===== config.mk =====
export PLATFORM = sky130hd
export DESIGN_NAME = param_transmitter_flat
export DESIGN_NICKNAME = d
export VERILOG_FILES = /design/src/rtl/param_transmitter_if.sv /design/src/rtl/param_transmitter.sv /design/src/flat_wrapper.sv
export SDC_FILE = /design/constraint.sdc
export NUM_CORES = 1
export LEC_CHECK = 0
export CAP_MARGIN = 0
export CELL_PAD_IN_SITES_DETAIL_PLACEMENT = 1
export CELL_PAD_IN_SITES_GLOBAL_PLACEMENT = 1
export CORE_MARGIN = 2
export CORE_UTILIZATION = 40
export CTS_CLUSTER_DIAMETER = 120
export CTS_CLUSTER_SIZE = 24
export DETAILED_ROUTE_END_ITERATION = 10
export DONT_BUFFER_PORTS = 1
export GPL_ROUTABILITY_DRIVEN = 0
export PLACE_DENSITY_LB_ADDON = 0.1
export SYNTH_ARGS = -nofsm -noshare
export SYNTH_HDL_FRONTEND = slang
export SYNTH_SLANG_ARGS = --single-unit

===== constraint.sdc =====
create_clock -name clk -period 3.3 [get_ports clk]
set_clock_uncertainty 0.2 [all_clocks]
set_input_delay 0.495 -clock clk [delete_from_list [all_inputs] [get_ports clk]]
set_output_delay 0.495 -clock clk [all_outputs]
set_load 0.01 [all_outputs]

===== src/rtl/param_transmitter_if.sv =====
// Handshake and serial-line bundle between the TX buffer and the UART transmit engine.
interface param_transmitter_if #(
  parameter int unsigned DATA_BITS = 8
);
  logic                 txValid;
  logic [DATA_BITS-1:0] txData;
  logic                 txReady;
  logic                 transmitOutput;
  logic                 busy;
  logic                 done;

  // Buffer side: offers bytes and observes the engine.
  modport master (
    output txValid, txData,
    input  txReady, transmitOutput, busy, done
  );

  // Engine side.
  modport slave (
    input  txValid, txData,
    output txReady, transmitOutput, busy, done
  );
endinterface


===== src/rtl/param_transmitter.sv =====
// Parametrised UART transmit engine with internal bit-period divider and back-to-back frames.
module param_transmitter #(
  parameter int unsigned DATA_BITS    = 8,
  parameter int unsigned PARITY       = 0,
  parameter int unsigned STOP_BITS    = 1,
  parameter int unsigned CLKS_PER_BIT = 16
) (
  input logic                clk,
  input logic                rst,
  param_transmitter_if.slave bus
);
  localparam int unsigned BIT_W  = $clog2(DATA_BITS);
  localparam int unsigned BAUD_W = $clog2(CLKS_PER_BIT);

  localparam logic [BAUD_W-1:0] BAUD_LAST = BAUD_W'(CLKS_PER_BIT - 1);
  localparam logic [BIT_W-1:0]  DATA_LAST = BIT_W'(DATA_BITS - 1);
  localparam logic [BIT_W-1:0]  STOP_LAST = BIT_W'(STOP_BITS - 1);
  localparam logic              PAR_ODD   = 1'(PARITY == 1);

  typedef enum logic [2:0] {
    S_IDLE,
    S_START,
    S_DATA,
    S_PAR,
    S_STOP
  } state_t;

  state_t               state_q, state_n;
  logic [BAUD_W-1:0]    baud_q,  baud_n;
  logic [BIT_W-1:0]     bit_q,   bit_n;
  logic [DATA_BITS-1:0] shift_q, shift_n;
  logic                 par_q,   par_n;
  logic                 line_q,  line_n;
  logic                 busy_q,  busy_n;
  logic                 done_q,  done_n;
  logic                 ready_c;
  logic                 accept_c;
  logic                 tick_c;
  logic                 load_c;

  // Ready in IDLE or on the last stop-bit cycle (done_q marks it); forced low during reset.
  assign ready_c  = rst & ((state_q == S_IDLE) | done_q);
  assign accept_c = bus.txValid & ready_c;

  assign bus.txReady        = ready_c;
  assign bus.transmitOutput = line_q;
  assign bus.busy           = busy_q;
  assign bus.done           = done_q;

  // State, counters, shift register and registered outputs.
  always_ff @(posedge clk) begin
    if (!rst) begin
      state_q <= S_IDLE;
      baud_q  <= '0;
      bit_q   <= '0;
      shift_q <= '0;
      par_q   <= 1'b0;
      line_q  <= 1'b1;
      busy_q  <= 1'b0;
      done_q  <= 1'b0;
    end else begin
      state_q <= state_n;
      baud_q  <= baud_n;
      bit_q   <= bit_n;
      shift_q <= shift_n;
      par_q   <= par_n;
      line_q  <= line_n;
      busy_q  <= busy_n;
      done_q  <= done_n;
    end
  end

  // Next state: baud divider paces every bit; acceptance loads data and parity.
  always_comb begin
    state_n = state_q;
    baud_n  = baud_q;
    bit_n   = bit_q;
    shift_n = shift_q;
    par_n   = par_q;
    load_c  = 1'b0;
    tick_c  = (baud_q == BAUD_LAST);

    if (state_q != S_IDLE) begin
      baud_n = tick_c ? '0 : baud_q + BAUD_W'(1);
    end

    case (state_q)
      S_IDLE: begin
        baud_n = '0;
        bit_n  = '0;
        if (accept_c) begin
          state_n = S_START;
          load_c  = 1'b1;
        end
      end
      S_START: begin
        if (tick_c) begin
          state_n = S_DATA;
          bit_n   = '0;
        end
      end
      S_DATA: begin
        if (tick_c) begin
          shift_n = shift_q >> 1;
          if (bit_q == DATA_LAST) begin
            state_n = (PARITY != 0) ? S_PAR : S_STOP;
            bit_n   = '0;
          end else begin
            bit_n = bit_q + BIT_W'(1);
          end
        end
      end
      S_PAR: begin
        if (tick_c) begin
          state_n = S_STOP;
          bit_n   = '0;
        end
      end
      S_STOP: begin
        if (tick_c) begin
          if (bit_q == STOP_LAST) begin
            bit_n = '0;
            if (accept_c) begin
              state_n = S_START;
              load_c  = 1'b1;
            end else begin
              state_n = S_IDLE;
            end
          end else begin
            bit_n = bit_q + BIT_W'(1);
          end
        end
      end
      default: begin
        state_n = S_IDLE;
      end
    endcase

    if (load_c) begin
      shift_n = bus.txData;
      par_n   = (^bus.txData) ^ PAR_ODD;
    end
  end

  // Output decode from next-state values so the line and flags are registered.
  always_comb begin
    line_n = 1'b1;
    case (state_n)
      S_START: line_n = 1'b0;
      S_DATA:  line_n = shift_n[0];
      S_PAR:   line_n = par_n;
      default: line_n = 1'b1;
    endcase
    busy_n = (state_n != S_IDLE);
    done_n = (state_n == S_STOP) && (bit_n == STOP_LAST) && (baud_n == BAUD_LAST);
  end
endmodule


===== src/flat_wrapper.sv =====
// flat-port wrapper written by rule: the top's interface ports become plain ports
module param_transmitter_flat 
#(
  parameter int unsigned DATA_BITS    = 8,
  parameter int unsigned PARITY       = 0,
  parameter int unsigned STOP_BITS    = 1,
  parameter int unsigned CLKS_PER_BIT = 16
)
  (clk, rst, bus_txValid, bus_txData, bus_txReady, bus_transmitOutput, bus_busy, bus_done);
  param_transmitter_if #(.DATA_BITS(DATA_BITS)) bus_i ();
  input logic clk;
  input logic rst;
  input wire logic [$bits(bus_i.txValid)-1:0] bus_txValid;
  input wire logic [$bits(bus_i.txData)-1:0] bus_txData;
  output wire logic [$bits(bus_i.txReady)-1:0] bus_txReady;
  output wire logic [$bits(bus_i.transmitOutput)-1:0] bus_transmitOutput;
  output wire logic [$bits(bus_i.busy)-1:0] bus_busy;
  output wire logic [$bits(bus_i.done)-1:0] bus_done;
  assign bus_i.txValid = bus_txValid;
  assign bus_i.txData = bus_txData;
  assign bus_txReady = bus_i.txReady;
  assign bus_transmitOutput = bus_i.transmitOutput;
  assign bus_busy = bus_i.busy;
  assign bus_done = bus_i.done;
  param_transmitter #(.DATA_BITS(DATA_BITS), .PARITY(PARITY), .STOP_BITS(STOP_BITS), .CLKS_PER_BIT(CLKS_PER_BIT)) u_core (.clk(clk), .rst(rst), .bus(bus_i));
endmodule

[After elaboration in Yosys (flattened, before gate mapping)]
Index checks and enable logic that the tools add are counted.
Word-level totals
  flip-flop bits (word level): 22
  logic and storage cells: 64
  bits of input ports: 11
  output and inout bits: 4
Cells by class
  eq/ne operators: 11
  reduce and logical (&&, ||, !) cells: 12
  bitwise operators: 3
  mux-type cells: 27
  add/subtract/negate cells: 2
Operators with widths (count)
  $mux 3: 12
  $mux 8: 3
  $pmux 3 s5: 1
  $eq 3x2->1 const B: 4
  $mux 4: 3
  $pmux 3 s4: 1
  $eq 3x3->1 const B: 3
  $logic_not 3->1: 3
  $eq 4x4->1 const B: 2
  $reduce_xor 8->1: 1
  $eq 3x1->1 const B: 2
  $reduce_bool 3->1: 2
  $mux 1: 5
  $add 4x1->4 const B: 1
  $reduce_bool 2->1: 2
  $add 3x1->3 const B: 1
  $pmux 1 s3: 1
  $and 1x1->1: 2
  $logic_and 1x1->1: 2
  $pmux 1 s2: 1
  $reduce_and 2->1: 1
  $reduce_or 2->1: 1
  $or 1x1->1: 1

[Depth between registers and ports, before layout]
Gate-level depths: netlist of run 1.
  word-level depth: 11
  mapped depth: 7
  gate-level depth less buffers: 6

[Worst setup path before layout of run 1]
Ideal clock, no wire load.
  path kind: register -> output
  from: register u_core.state_q[0]
  to: output port bus_txReady
  buffers on the path: 2
  arrival time: 1065 ps
  path slack: 1540 ps
  stages on the path, launching flop included: 7
  data required time: 2605 ps
  cell sequence: dfxtp_1 buf_2 or2_1 buf_2 nor2_1 nor2_1 nor2_1
On the way
  cells in the longest elaborated chain, start to end: 3
RTL lines
  start: declaration: line param_transmitter.sv:28  | state_t state_q, state_n;
  start signal: assignment: line param_transmitter.sv:62  | state_q <= state_n;
  $logic_not 3->1: line param_transmitter.sv:42  | assign ready_c = rst & ((state_q == S_IDLE) | done_q);
  $or 1x1->1: line param_transmitter.sv:42
  $and 1x1->1: line param_transmitter.sv:42
  end: declaration: line flat_wrapper.sv:15  | output wire logic [$bits(bus_i.txReady)-1:0] bus_txReady;
Every way passes these cells.

[Final worst setup path of run 1]
  from: register u_core.state_q[1]
  to: output port bus_txReady
The elaborated chain is that of the path after synthesis.

==> results.md, run 1 <==
- Gr usage total: 19.4%
- Ys Warns: 0
- I/O pin total: 15
- Final setup vio count: 0
- Post-CTS setup repair buffer count: 0
- Slowest cell on the critical path: dfxtp_1
- Mapped Nets: 166
- Initial antenna violation count: 0
- Worst reg2reg setup slack: 1.18 ns
- CTS tree: yes
- Synth unique cells: 38
- # diodes: 0
- Cell Area, Synth: 1220 µm²
- Xor-xnor portion of the synthesized cell area: 5.75%
- Final instance area: 1240 µm²
- DRC: 0
- CTS sink cnt: 22
- Fmax: 463 MHz
- Post-synth EDFFs: 0
- Async S/R FF share, synth: 0%
- Worst path most repeated cell: nor2_1
- Final hold viol count: 0
- P&R area growth vs syn: 2.05%
- Post-layout util: 41.8%
- Main combinational cell family by area after synthesis: simple AND/OR/NAND/NOR gates
- Placeable Area: 2980 µm²
- Initial Utilization: 40.9%
- Status: finished clean
- Largest delay contributor family on the critical path: simple AND/OR/NAND/NOR gates
- Fill count: 352
- Top_reg_cell synth: dfxtp_1
- Largest net degree at the start of global routing: 18
- Synth Area in Adders: 4.11%
- Mux cell area share after synthesis: 0%
- Slew @ Worst Pin: 0.547 ns
- Detailed Place HPWL: 2310 µm
- Post-DRT Antenna Nets: 0
- Die area: 3500 µm²
- CTS max path bufs: 2
- Setup TNS: 0 ns
- CP max stage delay: 0.42 ns
- Grt ovf: 0
- Crit end category: output pin
- Commonest non-fill, non-tap cell in the layout: dfxtp_1
- Leakage Power: 0.421 nW
- Max-cap violations: 0
- RSZ-0062 raised after global routing: false
- Synth Area in Compound Gates: 19.8%
- DRT iter0 DRCs: 38
- Worst-skew pair later-pin latency: 0.30 ns
- IO Port Bufs: 0
- Via count: 1059
- CP required: 2.60 ns
- Crit-path cells: or2_1, nor2_1, nor2_1, nor2_1
- Final Hold Slack: 0.104 ns
- Bufs and invs on worst path: 0
- Cell Area, Placed: 1220 µm²
- Register area: 440 µm²
- Post-synthesis sequential area ratio: 36.1%
- Die Height: 59.2 µm
- Row cnt: 20
- Worst Setup SP: u_core.state_q[1]
- Worst r2r dst: u_core.shift_q[7]
- Layout cells sized above 1: 5.44%
- Fin crit share: 65.5%
- Most frequent cells in the layout: 22 x dfxtp_1, 19 x nand2_1, 16 x nor2_1
- Post-CTS sizing: 0
- Final Max Slew Viols: 0
- Min cycle time layout: 2.16 ns
- Die X: 59.2 µm
- Max VDD drop: 0.222 mV
- Cells on worst reg2reg path: 5
- Pwr Density: 371 nW/µm²
- CTS Buf Count: 3
- Synth Instances: 151
- CTS Root Cell: clkbuf_4
- Syn avg cell area: 8.07 µm²
- Area of the multi-input gates: 717 µm²
- Slew headroom: 63.5%
- Nets: 164
- Launch point of the worst reg-to-reg path: u_core.baud_q[0]
- Final Power: 0.000461 W
- Worst Hold Class: primary input to flip-flop
- Number of global-route vias before repair: 1084
- Reg clk slew, reported paths: 0.12 ns
- Hold Buf Count CTS: 0
- First-pass GRT wire length: 5120 µm
- Total Wirelength: 3020 µm
- WS Path Type: flip-flop to output pin
- Simple-Gate Fraction of Synth Area: 29.2%
- CP arrival: 1.46 ns
- End of the critical path: bus_txReady
- CP Launch Type: flip-flop
- DR pass1 iterations: 4
- CP Depth: 4
- Worst-path maximum fanout: 9
- Synthesized flop and latch total: 22
- Wire per inst: 16.8 µm
- H-tree depth: 1
- Via density: 5.88
-- cell usage after synthesis (3+ instances only) --
master	n	share of area (%)
a21oi_1	11	4.5
a311oi_1	7	5.0
and2_1	3	1.5
buf_2	4	1.6
dfxtp_1	22	36
ha_1	4	4.1
inv_1	6	1.8
nand2_1	19	5.9
nand2b_1	3	1.5
nor2_1	16	4.9
nor3_1	9	3.7
o21ai_0	3	1.2
or3_1	4	2.1
xnor2_1	8	5.7
-- registers in the layout, summed over array words and instances (netlist names) --
register / count
u_core.bus.busy: 1
u_core.bit_q: 3
u_core.bus.transmitOutput: 1
u_core.par_q: 1
u_core.baud_q: 4
u_core.shift_q: 8
u_core.bus.done: 1
u_core.state_q: 3
-- power breakdown --
| part | total [W] | leakage, nW | internal, W | switching, W |
|---|---|---|---|---|
| clock network | 0.000121 | 0.0138 | 0.0000425 | 0.0000783 |
| registers | 0.000287 | 0.180 | 0.000277 | 0.00000957 |
| logic | 0.0000538 | 0.228 | 0.0000233 | 0.0000305 |
| total | 0.000461 | 0.421 | 0.000343 | 0.000118 |
-- worst min path at each step --
stage | to | slack [ns] | startpoint | depth (start not counted)
after global placement | u_core.shift_q[2] | 0.27 | u_core.shift_q[3] | 2
after detailed placement | u_core.shift_q[2] | 0.28 | u_core.shift_q[2] | 2
final | u_core.bit_q[0] | 0.10 | rst | 1
after CTS | u_core.bit_q[1] | 0.09 | rst | 1
after global routing | u_core.bit_q[0] | 0.08 | rst | 1
after floorplan | u_core.shift_q[1] | 0.26 | u_core.shift_q[2] | 2
-- cell families after synthesis --
group           Yosys count
compound gates           35
fa+ha+maj                 4
simple gates             69
xor+xnor                  8
buf+inv                  13
flops                    22
-- metrics by stage --
step	cells	setup slack, ns
2_1_floorplan	151	1.54
3_3_place_gp	177	1.28
3_5_place_dp	177	1.20
4_1_cts	180	1.12
5_1_grt	180	0.935
6_report	180	1.14
-- metal layers --
metal,global-route usage [%],vias up,part of all wire [%]
li1,-,533,-
met4,6.17,0,0.63
met1,26.5,514,49
met5,0,-,0
met2,30.6,10,48
met3,3.71,2,2.2
-- layout make-up --
class	instances	share of cell area, %
inverter	6	1.81
sequential	22	35.4
clock buffer	3	1.81
multi-input combinational	116	57.6
tap	33	3.32
(Power assumes the default switching activity.)
==> run 2, diff against run 1 <==
- clock period: 3.3 -> 1.8 ns (I/O delays scaled with it)
==> run 2 against run 1 <==
  * Combinational power increased to 2.6 times the previous value
  * Final area increased by 23%
  * Hold slack got worse by 0.086 ns
  * Via count increased by 14%
  * Largest cell class unchanged
  * Flip-flop and latch count unchanged
==> results.md, run 2 (synthesized netlist as in run 1, its figures left out) <==
- Status: finished clean
- Grt ovf: 0 (unchanged)
- Final Hold Slack: 0.0182 ns (-0.0860 ns)
- H-tree depth: 1 (unchanged)
- Max VDD drop: 0.465 mV (+110%)
- Largest delay contributor family on the critical path: simple AND/OR/NAND/NOR gates
- First-pass GRT wire length: 5910 µm (+15%)
- Worst path most repeated cell: nor2_1
- CP required: 1.33 ns (-1.27 ns)
- CTS Buf Count: 3 (unchanged)
- Most frequent cells in the layout: 21 x buf_4, 18 x nand2_1, 15 x nor2_1, 15 x dfxtp_1, 11 x a21oi_1
- Gr usage total: 23.1% (+3.8 points)
- Worst Hold Class: primary input to flip-flop
- Pwr Density: 620 nW/µm² (+67%)
- Slowest cell on the critical path: dfxtp_4
- Worst-path maximum fanout: 6 (-3)
- End of the critical path: bus_txReady
- IO Port Bufs: 0 (unchanged)
- Leakage Power: 0.566 nW (+34%)
- Slew @ Worst Pin: 0.360 ns (-0.188 ns)
- CTS tree: yes
- Reg clk slew, reported paths: 0.13 ns (about the same)
- Crit-path cells: or2_4, nor2_1, nor2_1, nor2_2
- Die Height: 59.2 µm (unchanged)
- Worst reg2reg setup slack: 0.04 ns (-1.14 ns)
- CTS sink cnt: 22 (unchanged)
- Launch point of the worst reg-to-reg path: u_core.bit_q[1]
- Fin crit share: 99.6%
- Fmax: 558 MHz
- Initial antenna violation count: 0 (unchanged)
- Commonest non-fill, non-tap cell in the layout: buf_4
- Biggest regs: u_core.shift_q: 8 flops, u_core.baud_q: 4 flops
- Row cnt: 20 (unchanged)
- Final hold viol count: 0 (unchanged)
- Detailed Place HPWL: 2590 µm (+12%)
- P&R area growth vs syn: 26.0%
- Min cycle time layout: 1.79 ns
- Placeable Area: 2980 µm² (unchanged)
- Nets: 189 (+15%)
- DR pass1 iterations: 4 (unchanged)
- CP max stage delay: 0.38 ns (-0.04 ns)
- Wire per inst: 17.5 µm (+4.4%)
- Setup TNS: 0 ns (unchanged)
- Register area: 454 µm² (+3.1%)
- CTS Root Cell: clkbuf_4
- Slew headroom: 75.9% (+12 points)
- Final Max Slew Viols: 0 (unchanged)
- Final setup vio count: 0 (unchanged)
- DRC: 0 (unchanged)
- Cells on worst reg2reg path: 6 (+1)
- Largest net degree at the start of global routing: 13 (-5)
- Area of the multi-input gates: 772 µm² (+7.7%)
- Layout cells sized above 1: 28.3% (+23 points)
- CTS max path bufs: 2 (unchanged)
- Number of global-route vias before repair: 1173 (+8.2%)
- CP arrival: 1.32 ns (-0.14 ns)
- Die X: 59.2 µm (unchanged)
- WS Path Type: flip-flop to output pin
- Worst-skew pair later-pin latency: 0.33 ns (+0.03 ns)
- RSZ-0062 raised after global routing: true
- CP Launch Type: flip-flop
- Via density: 5.86 (-0.33%)
- DRT iter0 DRCs: 36 (-5.3%)
- Total Wirelength: 3610 µm (+19%)
- Worst Setup SP: u_core.state_q[0]
- # diodes: 0 (unchanged)
- Bufs and invs on worst path: 0 (unchanged)
- Crit end category: output pin
- Hold Crit Start: bus_txData[6]
- CP Depth: 4 (unchanged)
- Fill count: 370 (+5.1%)
- Post-DRT Antenna Nets: 0 (unchanged)
- Initial Utilization: 40.9% (unchanged)
- Max-cap violations: 0 (unchanged)
- Max reg flops: 8 (unchanged)
- Worst r2r dst: u_core.bus.done
- Top reg by flops: u_core.shift_q
- Via count: 1208 (+14%)
- Die area: 3500 µm² (unchanged)
- I/O pin total: 15 (unchanged)
[run 2: repair_timing]
action / 4_1_cts / 5_1_grt
hold buffers: 2 / 0
setup endpoints to repair: 13 / 13
hold endpoints to repair: 10 / 0
pin swaps: 3 / 3
resized for setup: 12 / 10
buffers inserted: 3 / 5
cloned: 0 / 0
[run 2: through the flow]
step           std cells  setup slack (ns)  power (W)  util (%)  instance area, µm²
6_report             206           0.00669   0.000952      51.6                1540
5_1_grt              206           -0.0496   0.000991      51.6                1540
4_1_cts              201            0.0125   0.000940      48.6                1450
3_5_place_dp         192           -0.0813   0.000649      44.8                1330
3_3_place_gp         192           -0.0633   0.000645      44.8                1330
2_1_floorplan        151            0.0830   0.000616         -                1220
[run 2: area by class of cell]
| class | instances | area share (%) |
|---|---|---|
| clock buffers | 4 | 2.36 |
| inverters | 6 | 1.47 |
| multi-input cells | 116 | 50.3 |
| flip-flops and latches | 22 | 29.6 |
| well taps | 33 | 2.69 |
| repair buffers | 25 | 13.6 |
[run 2: where the power goes]
group	internal [W]	switching, W	total (W)
sequential	0.000507	0.0000150	0.000522
clock	0.000124	0.000164	0.000288
combinational	0.0000712	0.0000711	0.000142
[run 2: worst min-delay path by stage]
stage	end	slack, ns	depth (start not counted)
after floorplan	u_core.bit_q[0]	0.19	1
after global placement	u_core.bit_q[0]	0.19	1
after detailed placement	u_core.bit_q[0]	0.20	1
after CTS	u_core.shift_q[0]	0.01	2
after global routing	u_core.shift_q[4]	0.03	2
final	u_core.shift_q[6]	0.02	2
[run 2: per-layer routing]
metal / track usage, % / wire (µm) / vias up
met2: 36.3 / 1720 / 18
met3: 3.93 / 124 / 5
met1: 31.3 / 1710 / 600
li1: - / - / 585
met5: 0 / 0 / -
met4: 9.74 / 58 / 0
==> run 3, diff against run 2 <==
- CORE_ASPECT_RATIO: default -> 0.5
- CORE_MARGIN: 2 -> 4
==> run 3 against run 2 <==
  * Hold slack gained 0.013 ns
  * Utilization grew 2.9 points
  * Largest cell class unchanged
  * Register-to-register slack is essentially flat
  * Total power grew 18%
  * Final area shrank 2.4%
  * Clock power grew 65%
==> results.md, run 3 (synthesized netlist as in run 1, its figures left out) <==
- Status: finished clean
- DR pass1 iterations: 4 (unchanged)
- Worst-path maximum fanout: 4 (-2)
- CTS Root Cell: clkbuf_8
- Layout cells sized above 1: 25.5% (-2.9 points)
- Die Height: 47.0 µm (-21%)
- DRT iter0 DRCs: 53 (+47%)
- Fmax: 570 MHz (+2.2%)
- DRC: 0 (unchanged)
- Placeable Area: 2750 µm² (-7.7%)
- Post-layout util: 54.5% (+2.9 points)
- Final setup vio count: 0 (unchanged)
- Most frequent cells in the layout: 18 x nand2_1, 16 x dfxtp_1, 15 x buf_4
- Cell Area, Placed: 1320 µm² (-0.75%)
- Register area: 450 µm² (-0.83%)
- Initial Utilization: 44.3% (+3.4 points)
- H-tree depth: 1 (unchanged)
- Largest net degree at the start of global routing: 17 (+4)
- Min cycle time layout: 1.75 ns (-0.0389 ns)
- Final Max Slew Viols: 0 (unchanged)
- Area of the multi-input gates: 774 µm² (+0.32%)
- Max VDD drop: 0.351 mV (-24%)
- Die area: 4050 µm² (+16%)
- Worst-skew pair later-pin latency: 0.27 ns (-0.06 ns)
- Crit end category: flip-flop
- IO Port Bufs: 0 (unchanged)
- Post-DRT Antenna Nets: 0 (unchanged)
- Layout Cells excl Fill: 202 (-1.9%)
- Detailed Place HPWL: 2490 µm (-3.6%)
- CTS sink cnt: 22 (unchanged)
- P&R area growth vs syn: 22.9%
- CTS tree: yes
- I/O pin total: 15 (unchanged)
- Max reg flops: 8 (unchanged)
- Slew @ Worst Pin: 0.345 ns (-0.0149 ns)
- Worst Hold Class: primary input to flip-flop
- Final instance area: 1500 µm² (-2.4%)
- Grt ovf: 0 (unchanged)
- CTS max path bufs: 2 (unchanged)
- CTS Buf Count: 3 (unchanged)
- WS Path Type: flip-flop to flip-flop
- Via count: 1157 (-4.2%)
- # placed instances: 194 (+1.0%)
- Commonest non-fill, non-tap cell in the layout: nand2_1
- # diodes: 0 (unchanged)
- Wire per inst: 17.4 µm (-0.65%)
- CP Launch Type: flip-flop
- Leakage Power: 0.533 nW (-5.8%)
- Top reg by flops: u_core.shift_q
- Reg clk slew, reported paths: 0.08 ns (-0.05 ns)
- Biggest regs: u_core.shift_q: 8 flops, u_core.baud_q: 4 flops
- Row cnt: 13 (-35%)
- CP required: 1.78 ns (+0.45 ns)
- Gr usage total: 18.2% (-5.0 points)
- Max-cap violations: 0 (unchanged)
- First-pass GRT wire length: 5470 µm (-7.4%)
- Final hold viol count: 0 (unchanged)
- Pwr Density: 749 nW/µm² (+21%)
- Number of global-route vias before repair: 1081 (-7.8%)
- CP arrival: 1.74 ns (+0.42 ns)
- Fill count: 330 (-11%)
- Fin crit share: 97.5% (-2.2 points)
- Nets: 181 (-4.2%)
- Initial antenna violation count: 0 (unchanged)
- Total Wirelength: 3520 µm (-2.6%)
- Slew headroom: 76.9% (+0.99 points)
- Die X: 86.1 µm (+45%)
- Via density: 5.73 (-2.3%)
run 3: what timing repair did:
item,in CTS,in global routing
pin swaps,0,6
endpoints found under the setup margin,3,12
hold buffers,2,0
buffers inserted,0,2
hold endpoints to repair,5,0
gates resized for setup,4,17
run 3: final timing paths:
path              cells after the start              start  slack (ns)                end
setup / recovery                      6    u_core.bit_q[0]        0.05    u_core.bus.done
hold / removal                        2                rst        0.03  u_core.state_q[2]
setup reg to reg                      6    u_core.bit_q[0]        0.05    u_core.bus.done
hold reg to reg                       2  u_core.shift_q[5]        0.29  u_core.shift_q[4]
run 3: area by class of cell:
type | count | area share, %
multi-input cells | 116 | 51.7
clock buffers | 3 | 2.76
repair buffers | 17 | 8.86
clock inverters | 1 | 2.01
flip-flops and latches | 22 | 30.1
well taps | 37 | 3.09
inverters | 6 | 1.50
run 3: per-stage QoR:
step | power, W | setup WS [ns] | hold WS [ns] | TNS, ns
after floorplan | 0.000616 | 0.0830 | 0.192 | 0
final | 0.00112 | 0.0455 | 0.0315 | 0
after global routing | 0.00117 | -0.0205 | 0.0405 | -0.0248
after CTS | 0.00113 | 0.00860 | 0.0176 | 0
after global placement | 0.000643 | -0.0349 | 0.194 | -0.0880
after detailed placement | 0.000645 | -0.0532 | 0.201 | -0.0843
run 3: layer usage:
| layer | vias to the layer above | part of all wire [%] | global-route usage, % |
|---|---|---|---|
| met5 | - | 0 | 0 |
| met4 | 0 | 0.88 | 5.68 |
| met3 | 6 | 4.2 | 4.73 |
| met2 | 25 | 47 | 31.2 |
| met1 | 560 | 48 | 23.1 |
| li1 | 566 | - | - |
run 3: report_power, final:
group	total, W	switching (W)	internal, W
logic	0.000124	0.0000677	0.0000559
clock network	0.000474	0.000176	0.000298
registers	0.000524	0.0000172	0.000507
run 3: worst max-delay path: stages (launching register included):
cell and delay, ns:
dfxtp_4 0.37, inv_1 0.04, ha_1 0.30, or3_1 0.33, o22ai_2 0.11, nor4_2 0.07, nor4bb_1 0.24
